==> src/rtl/ext_pipe_unit.sv <==
// rtl/ext_pipe_unit.sv - immediate/load-data extender feeding a DEPTH-entry output FIFO
// Define EXT_PIPE_ALIGN_CHECK_EN to flag misaligned loads and undefined modes on out_exc.
module ext_pipe_unit #(
   parameter int DATA_W = 32,
   parameter int IMM_W  = 16,
   parameter int DEPTH  = 2,
   parameter int TAG_W  = 5
) (
   input  logic                          clk,
   input  logic                          reset,
   input  logic                          flush,
   input  logic                          in_valid,
   output logic                          in_ready,
   input  logic [3:0]                    mode,
   input  logic [IMM_W-1:0]              src_imm,
   input  logic [DATA_W-7:0]             src_idx,
   input  logic [DATA_W-1:0]             src_pc,
   input  logic [DATA_W-1:0]             src_word,
   input  logic [$clog2(DATA_W/8)-1:0]   src_off,
   input  logic [TAG_W-1:0]              src_tag,
   output logic                          out_valid,
   input  logic                          out_ready,
   output logic [DATA_W-1:0]             out_res,
   output logic [TAG_W-1:0]              out_tag,
   output logic                          out_exc
);

   localparam int OFF_W = $clog2(DATA_W/8);
   localparam int PTR_W = $clog2(DEPTH);
   localparam int CNT_W = PTR_W + 1;

   logic [DATA_W-1:0] simm;
   logic [7:0]        byte_v;
   logic [15:0]       half_v;
   logic [DATA_W-1:0] res_c;
   logic              unused_pc;

   assign simm      = {{(DATA_W-IMM_W){src_imm[IMM_W-1]}}, src_imm};
   assign byte_v    = src_word[{src_off, 3'b000} +: 8];
   // Half lanes are naturally aligned: the low offset bit does not move the lane.
   assign half_v    = src_word[{src_off[OFF_W-1:1], 4'b0000} +: 16];
   assign unused_pc = ^src_pc[DATA_W-5:0];

   always_comb begin
      res_c = '0;
      case (mode)
         4'd0:    res_c = {{(DATA_W-IMM_W){1'b0}}, src_imm};
         4'd1:    res_c = simm;
         4'd2:    res_c = {src_imm, {(DATA_W-IMM_W){1'b0}}};
         4'd3:    res_c = simm << 2;
         4'd4:    res_c = {src_pc[DATA_W-1:DATA_W-4], src_idx, 2'b00};
         4'd5:    res_c = {{(DATA_W-8){byte_v[7]}}, byte_v};
         4'd6:    res_c = {{(DATA_W-8){1'b0}}, byte_v};
         4'd7:    res_c = {{(DATA_W-16){half_v[15]}}, half_v};
         4'd8:    res_c = {{(DATA_W-16){1'b0}}, half_v};
         4'd9:    res_c = src_word;
         default: res_c = '0;
      endcase
   end

   logic [PTR_W-1:0]  wr_ptr, rd_ptr;
   logic [CNT_W-1:0]  count;
   logic              push_en, pop_en;
   logic [DATA_W-1:0] res_mem [DEPTH];
   logic [TAG_W-1:0]  tag_mem [DEPTH];

   assign in_ready  = (count < CNT_W'(DEPTH));
   assign out_valid = (count != '0);
   assign push_en   = in_valid && in_ready && !flush && !reset;
   assign pop_en    = out_valid && out_ready;

   always_ff @(posedge clk) begin
      if (push_en) begin
         res_mem[wr_ptr] <= res_c;
         tag_mem[wr_ptr] <= src_tag;
      end
   end

   always_ff @(posedge clk) begin
      if (reset || flush) begin
         wr_ptr <= '0;
         rd_ptr <= '0;
         count  <= '0;
      end else begin
         if (push_en)
            wr_ptr <= wr_ptr + PTR_W'(1);
         if (pop_en)
            rd_ptr <= rd_ptr + PTR_W'(1);
         case ({push_en, pop_en})
            2'b10:   count <= count + CNT_W'(1);
            2'b01:   count <= count - CNT_W'(1);
            default: count <= count;
         endcase
      end
   end

   // Empty FIFO drives zeros so the head never exposes stale entries.
   assign out_res = out_valid ? res_mem[rd_ptr] : '0;
   assign out_tag = out_valid ? tag_mem[rd_ptr] : '0;

`ifdef EXT_PIPE_ALIGN_CHECK_EN
   logic exc_c;
   logic exc_mem [DEPTH];

   always_comb begin
      exc_c = 1'b0;
      case (mode)
         4'd7, 4'd8:   exc_c = src_off[0];
         4'd9:         exc_c = (src_off != '0);
         4'd10, 4'd11, 4'd12,
         4'd13, 4'd14, 4'd15: exc_c = 1'b1;
         default:      exc_c = 1'b0;
      endcase
   end

   always_ff @(posedge clk) begin
      if (push_en)
         exc_mem[wr_ptr] <= exc_c;
   end

   assign out_exc = out_valid ? exc_mem[rd_ptr] : 1'b0;
`else
   assign out_exc = 1'b0;
`endif

endmodule
==> config.mk <==
export PLATFORM = sky130hd
export DESIGN_NAME = ext_pipe_unit
export DESIGN_NICKNAME = d
export VERILOG_FILES = /design/src/rtl/ext_pipe_unit.sv
export SDC_FILE = /design/constraint.sdc
export NUM_CORES = 1
export LEC_CHECK = 0
export CAP_MARGIN = 20
export CORE_MARGIN = 5
export CORE_UTILIZATION = 35
export CTS_CLUSTER_SIZE = 12
export DETAILED_ROUTE_END_ITERATION = 12
export DONT_BUFFER_PORTS = 1
export GPL_TIMING_DRIVEN = 0
export SLEW_MARGIN = 10
export SYNTH_ARGS = -nofsm -noshare
export SYNTH_HDL_FRONTEND = slang
export SYNTH_SLANG_ARGS = --single-unit
export TNS_END_PERCENT = 5
==> constraint.sdc <==
create_clock -name clk -period 2.99 [get_ports clk]
set_clock_uncertainty 0.15 [all_clocks]
set_input_delay 0.598 -clock clk [delete_from_list [all_inputs] [get_ports clk]]
set_output_delay 0.598 -clock clk [all_outputs]
set_load 0.02 [all_outputs]
# Word level (Yosys, flattened, before mapping)
# Memories as Yosys holds them, arrays and structs flattened. A register that Yosys moved wholly into a read port is not among the register bits.
# Cells that the tools add are included.
# word_totals
regBits,4
latchBits,0
mem_bits_rw,74
rom_bits,0
in_bits,122
out_inout_bits,40
word_cells,43
n_memories,2
# mem_list
name,words,width,rd,rd_ports_with_merged_regs,wr,line_no,rtl
res_mem,2,32,1,1,1,64,logic [DATA_W-1:0] res_mem [DEPTH];
tag_mem,2,5,1,1,1,65,logic [TAG_W-1:0] tag_mem [DEPTH];
# op_classes
addsub,4
mul,0
div,0
magnitude_cmp,1
eq_ne,11
n_shift,2
mux,10
bitwise_logic,0
reduce_logical,10
# ops
cell,count
$pmux 32 s10,1
$mux 32,1
$shiftx 32x6->16,1
$shiftx 32x6->8,1
$eq 4x3->1 const B,4
$eq 4x2->1 const B,2
$eq 4x4->1 const B,2
$mux 1,6
$mux 5,1
$eq 4x1->1 const B,1
$logic_and 1x1->1,4
$logic_not 4->1,1
$pmux 2 s2,1
$reduce_bool 2->1,2
$add 1x1->1 const B,2
$add 2x1->2 const B,1
$eq 2x1->1 const B,1
$eq 2x2->1 const B,1
$logic_not 1->1,2
$lt 2x2->1 const B,1
$sub 2x1->2 const B,1
$logic_or 1x1->1,1

# Longest topological paths before layout
# depth
ltp_word,6
mapped_depth,8

# Least setup slack after synthesis
# Ideal clock, no wire load.
# synth_timing
path_type,in2reg
from,input flush
to,memory res_mem[0][0] (enable)
setup_ns,0.432
t_arrival_ns,2.500
slack_ns,-0.092
stages,4
cell_sequence,nor2_1 -> and3_1 -> inv_1 -> nor2_1
# synth_via
elab_chain_len,5
# synth_rtl
element,line_no,rtl
"start, declared",11,"input logic flush,"
$logic_not 1->1,69,assign push_en = in_valid && in_ready && !flush && !reset;
$logic_and 1x1->1 (2 in a row),69,
$mux 1,73,if (push_en) begin
$mux 1 (not written as such),74,res_mem[wr_ptr] <= res_c;
"end, declared",64,
# No other way between the ends.

==> qor.txt <==
Avg Inst Size Synth - 12.32 um2
Effective utilization at floorplan - 36.02%
Total congestion overflow after global routing - 0
Reported leakage power - 1.527 nW
Root Buffer Master - clkbuf_16
Max Slew Vio Count - 0
Synth Instances - 338
Die Height - 119.1 um
WL/cell - 26.54 um
Via count of the first global-routing pass - 3177
Mux share of post-synthesis cell area - 13.13%
Area added between synthesis and finish - 12.44%
First-pass GRT wire length - 19460 um
Highest Clock Rate - 0.3571 GHz
Number of nets produced by synthesis - 461
Number of buffers added for setup after CTS - 0
Number of vias in the routed layout - 3058
Starting DRC count in detailed routing - 295
Placement row count - 39
Smallest setup slack after layout - 189.4 ps
Antenna violation net count after detailed routing - 0
Die Footprint - 0.01418 mm2
Fraction of final layout cells sized beyond drive strength 1 - 11.52%
Int Power - 0.001964 W
Post-synthesis instance area - 0.004165 mm2
Startpoint type of the worst setup path - register
Final Instance Count excl. Fillers - 499
Pin count of the biggest net entering global routing - 25
Cell type contributing the most total cell area after synthesis - edfxtp_1
Critical path type - register to output port
Global Route met1 Usage - 23.26%
Area of the core - 0.01156 mm2
Area after DPL - 0.004393 mm2
TNS Setup - 0 ps
Final Critical Period - 2801 ps
Remaining max-slew budget at the tightest pin - 39.08%
Final Net Count - 474
Number of enable-type register cells in the synthesized netlist - 74
Final hold vios - 0
Crit path max fanout - 10
Top library cells by usage in the layout, fill and taps aside - edfxtp_1 (74), mux2i_1 (52), nor2_1 (46), a22oi_1 (20), nand2_1 (19)
Clock Power Share - 41.7%
Clock network latency to the later pin of the worst-skew pair - 330 ps
Critical R2R Launch - count[1]
WP data required - 2240 ps
DRC errors left - 0
Kind of end point of the critical path - output port
Met2 usage in global routing - 29.32%
Half-perimeter wire length of the detailed placement result - 10030 um
Peak-usage layer in the global routing report - met2
Count of input and output buffers - 0
Share of synthesized cell area in full adder, half adder and majority cells - 0.3004%
Sw Pwr - 0.0005669 W
Total non-filler cell area in the finished layout - 0.004683 mm2
N_diodes - 0
Placed Cells - 483
Worst-margin pin slew - 906.9 ps
Proportion of synthesized chip area in sequential cells - 55.75%
Most area-consuming cells after synthesis - edfxtp_1 (53%), mux2i_1 (12%), nor2_1 (4.2%)
# setup viols final - 0
Status - finished clean
Most common cell after layout, fill and taps aside - edfxtp_1
Yosys synthesis warning count - 0
Post-DR vias/cell - 6.128
Post_cts resized - 0
Fin crit share - 93.67%
Main flop type after synthesis - edfxtp_1
Post-layout total power - 0.002531 W
Combinational share of power - 8.9%
1st-pass router iterations - 5
Overall routing resource usage - 18.41%
Placement Setup Slack - 211.8 ps
H-Tree Depth - 3
Post-Synth XOR/XNOR Area - 1.262%
Count of pins on the block boundary - 162
Share of synthesized cell area in and, or, nand and nor gates - 11.44%
Die span in x - 119.1 um
Data arrival time of the critical path - 2050 ps
Startpoint of the tightest hold check path - reset
TritonCTS clock tree - built
Switch share - 22.40%
Portion of synthesized cell area occupied by the leading cell type - 53.35%
Length in cells of the worst reg-to-reg path - 5
Share of the synthesized area in compound gates (AO/OA/AOI/OAI) - 14.51%
Met3 Use GR - 6.919%
Max Cap Viol - 0
Routed WL - 13240 um
CTS sink cnt - 79
Async set-or-reset flop fraction in the synthesized netlist - 0%
Unrepaired setup endpoints after global routing - false
Number of clock buffers inserted by TritonCTS - 9
Power density over cell area - 540.5 mW/mm2
Main combinational cell family by area after synthesis - compound AO/OA/AOI/OAI gates
Maximum buffer depth of the clock tree - 2
Proportion of power drawn by flip-flops and latches - 49.4%
Min-Delay Path Class - input pin to register
Maximum vdd ir drop - 0.2592 mV
Clock-pin slew reported for the worst setup and hold paths after clock tree synthesis - 60 ps
Unique masters post-synth - 49
Worst Hold Depth - 1
Placer's final routability congestion estimate - 0.9242
Hold-fix buffer count after cts - 0
Seq cells post-synth - 79
Initial antenna violation count - 0
[stage by stage]
step,util [%],hold WS (ps)
after detailed placement,37.99,384.7
after floorplan,-,368.4
after global routing,40.50,175.1
final,40.50,190.9
after global placement,37.59,384.7
after CTS,40.50,175.7
[cell type report]
| cell class | instances | area, um2 |
|---|---|---|
| Fill cell | 1140 | 6882 |
| Sequential cell | 79 | 2322 |
| Multi-Input combinational cell | 227 | 1705 |
| Clock buffer | 10 | 229.0 |
| Tap cell | 143 | 178.9 |
| Buffer | 28 | 131.4 |
| Clock inverter | 6 | 61.31 |
| Timing Repair Buffer | 2 | 40.04 |
| Inverter | 4 | 15.01 |
[registers in the layout, summed over array words and instances, names as in the netlist, named ones only]
| name | count |
|---|---|
| count | 2 |
| rd_ptr | 1 |
| res_mem | 64 |
| tag_mem | 10 |
| wr_ptr | 1 |
[synthesized netlist by cell type, drive strengths merged (2+ instances only)]
| master | instances |
|---|---|
| a21oi | 2 |
| a222oi | 14 |
| a22o | 10 |
| a22oi | 20 |
| a31oi | 2 |
| and2 | 3 |
| buf | 16 |
| clkbuf | 12 |
| dfxtp | 5 |
| edfxtp | 74 |
| inv | 4 |
| mux2 | 2 |
| mux2i | 52 |
| nand2 | 19 |
| nor2 | 47 |
| nor2b | 2 |
| nor3 | 6 |
| nor3b | 2 |
| nor4b | 3 |
| nor4bb | 3 |
| o2111ai | 8 |
| o211ai | 2 |
| o221ai | 7 |
| xnor2 | 4 |
| xor2 | 2 |
[power by group through the flow]
stage	combinational (W)	sequential, W	clock (W)
2_1_floorplan	0.000161	0.00127	0
3_3_place_gp	0.000216	0.00127	0
3_5_place_dp	0.000222	0.00127	0
4_1_cts	0.000223	0.00125	0.00108
5_1_grt	0.000243	0.00125	0.00113
6_report	0.000225	0.00125	0.00106
[cells by family after synthesis]
logic type / count (synthesis)
mux: 54
compound gates: 70
other cells: 1
fa+ha+maj: 1
flops: 79
xor+xnor: 6
simple gates: 95
buf+inv: 32
[critical path, cell delays in order, from the launching register on]
cell,delay (ps)
dfxtp_1,300
clkbuf_1,490
buf_2,430
mux2i_1,130
nor2_1,370
[metal layers]
metal	share of wire (%)	up-vias
li1	-	1367
met1	40	1503
met2	48	173
met3	11	15
met4	1.5	0
met5	0	-
[path summary, 6_finish.rpt]
path	endpoint	slack (ps)
worst max-delay path	out_res[15]	190
worst max register to register	res_mem[0][15]	1060
worst min-delay path	register	190
worst min register to register	register	390
Note: power is estimated with default switching activity, not from simulation.
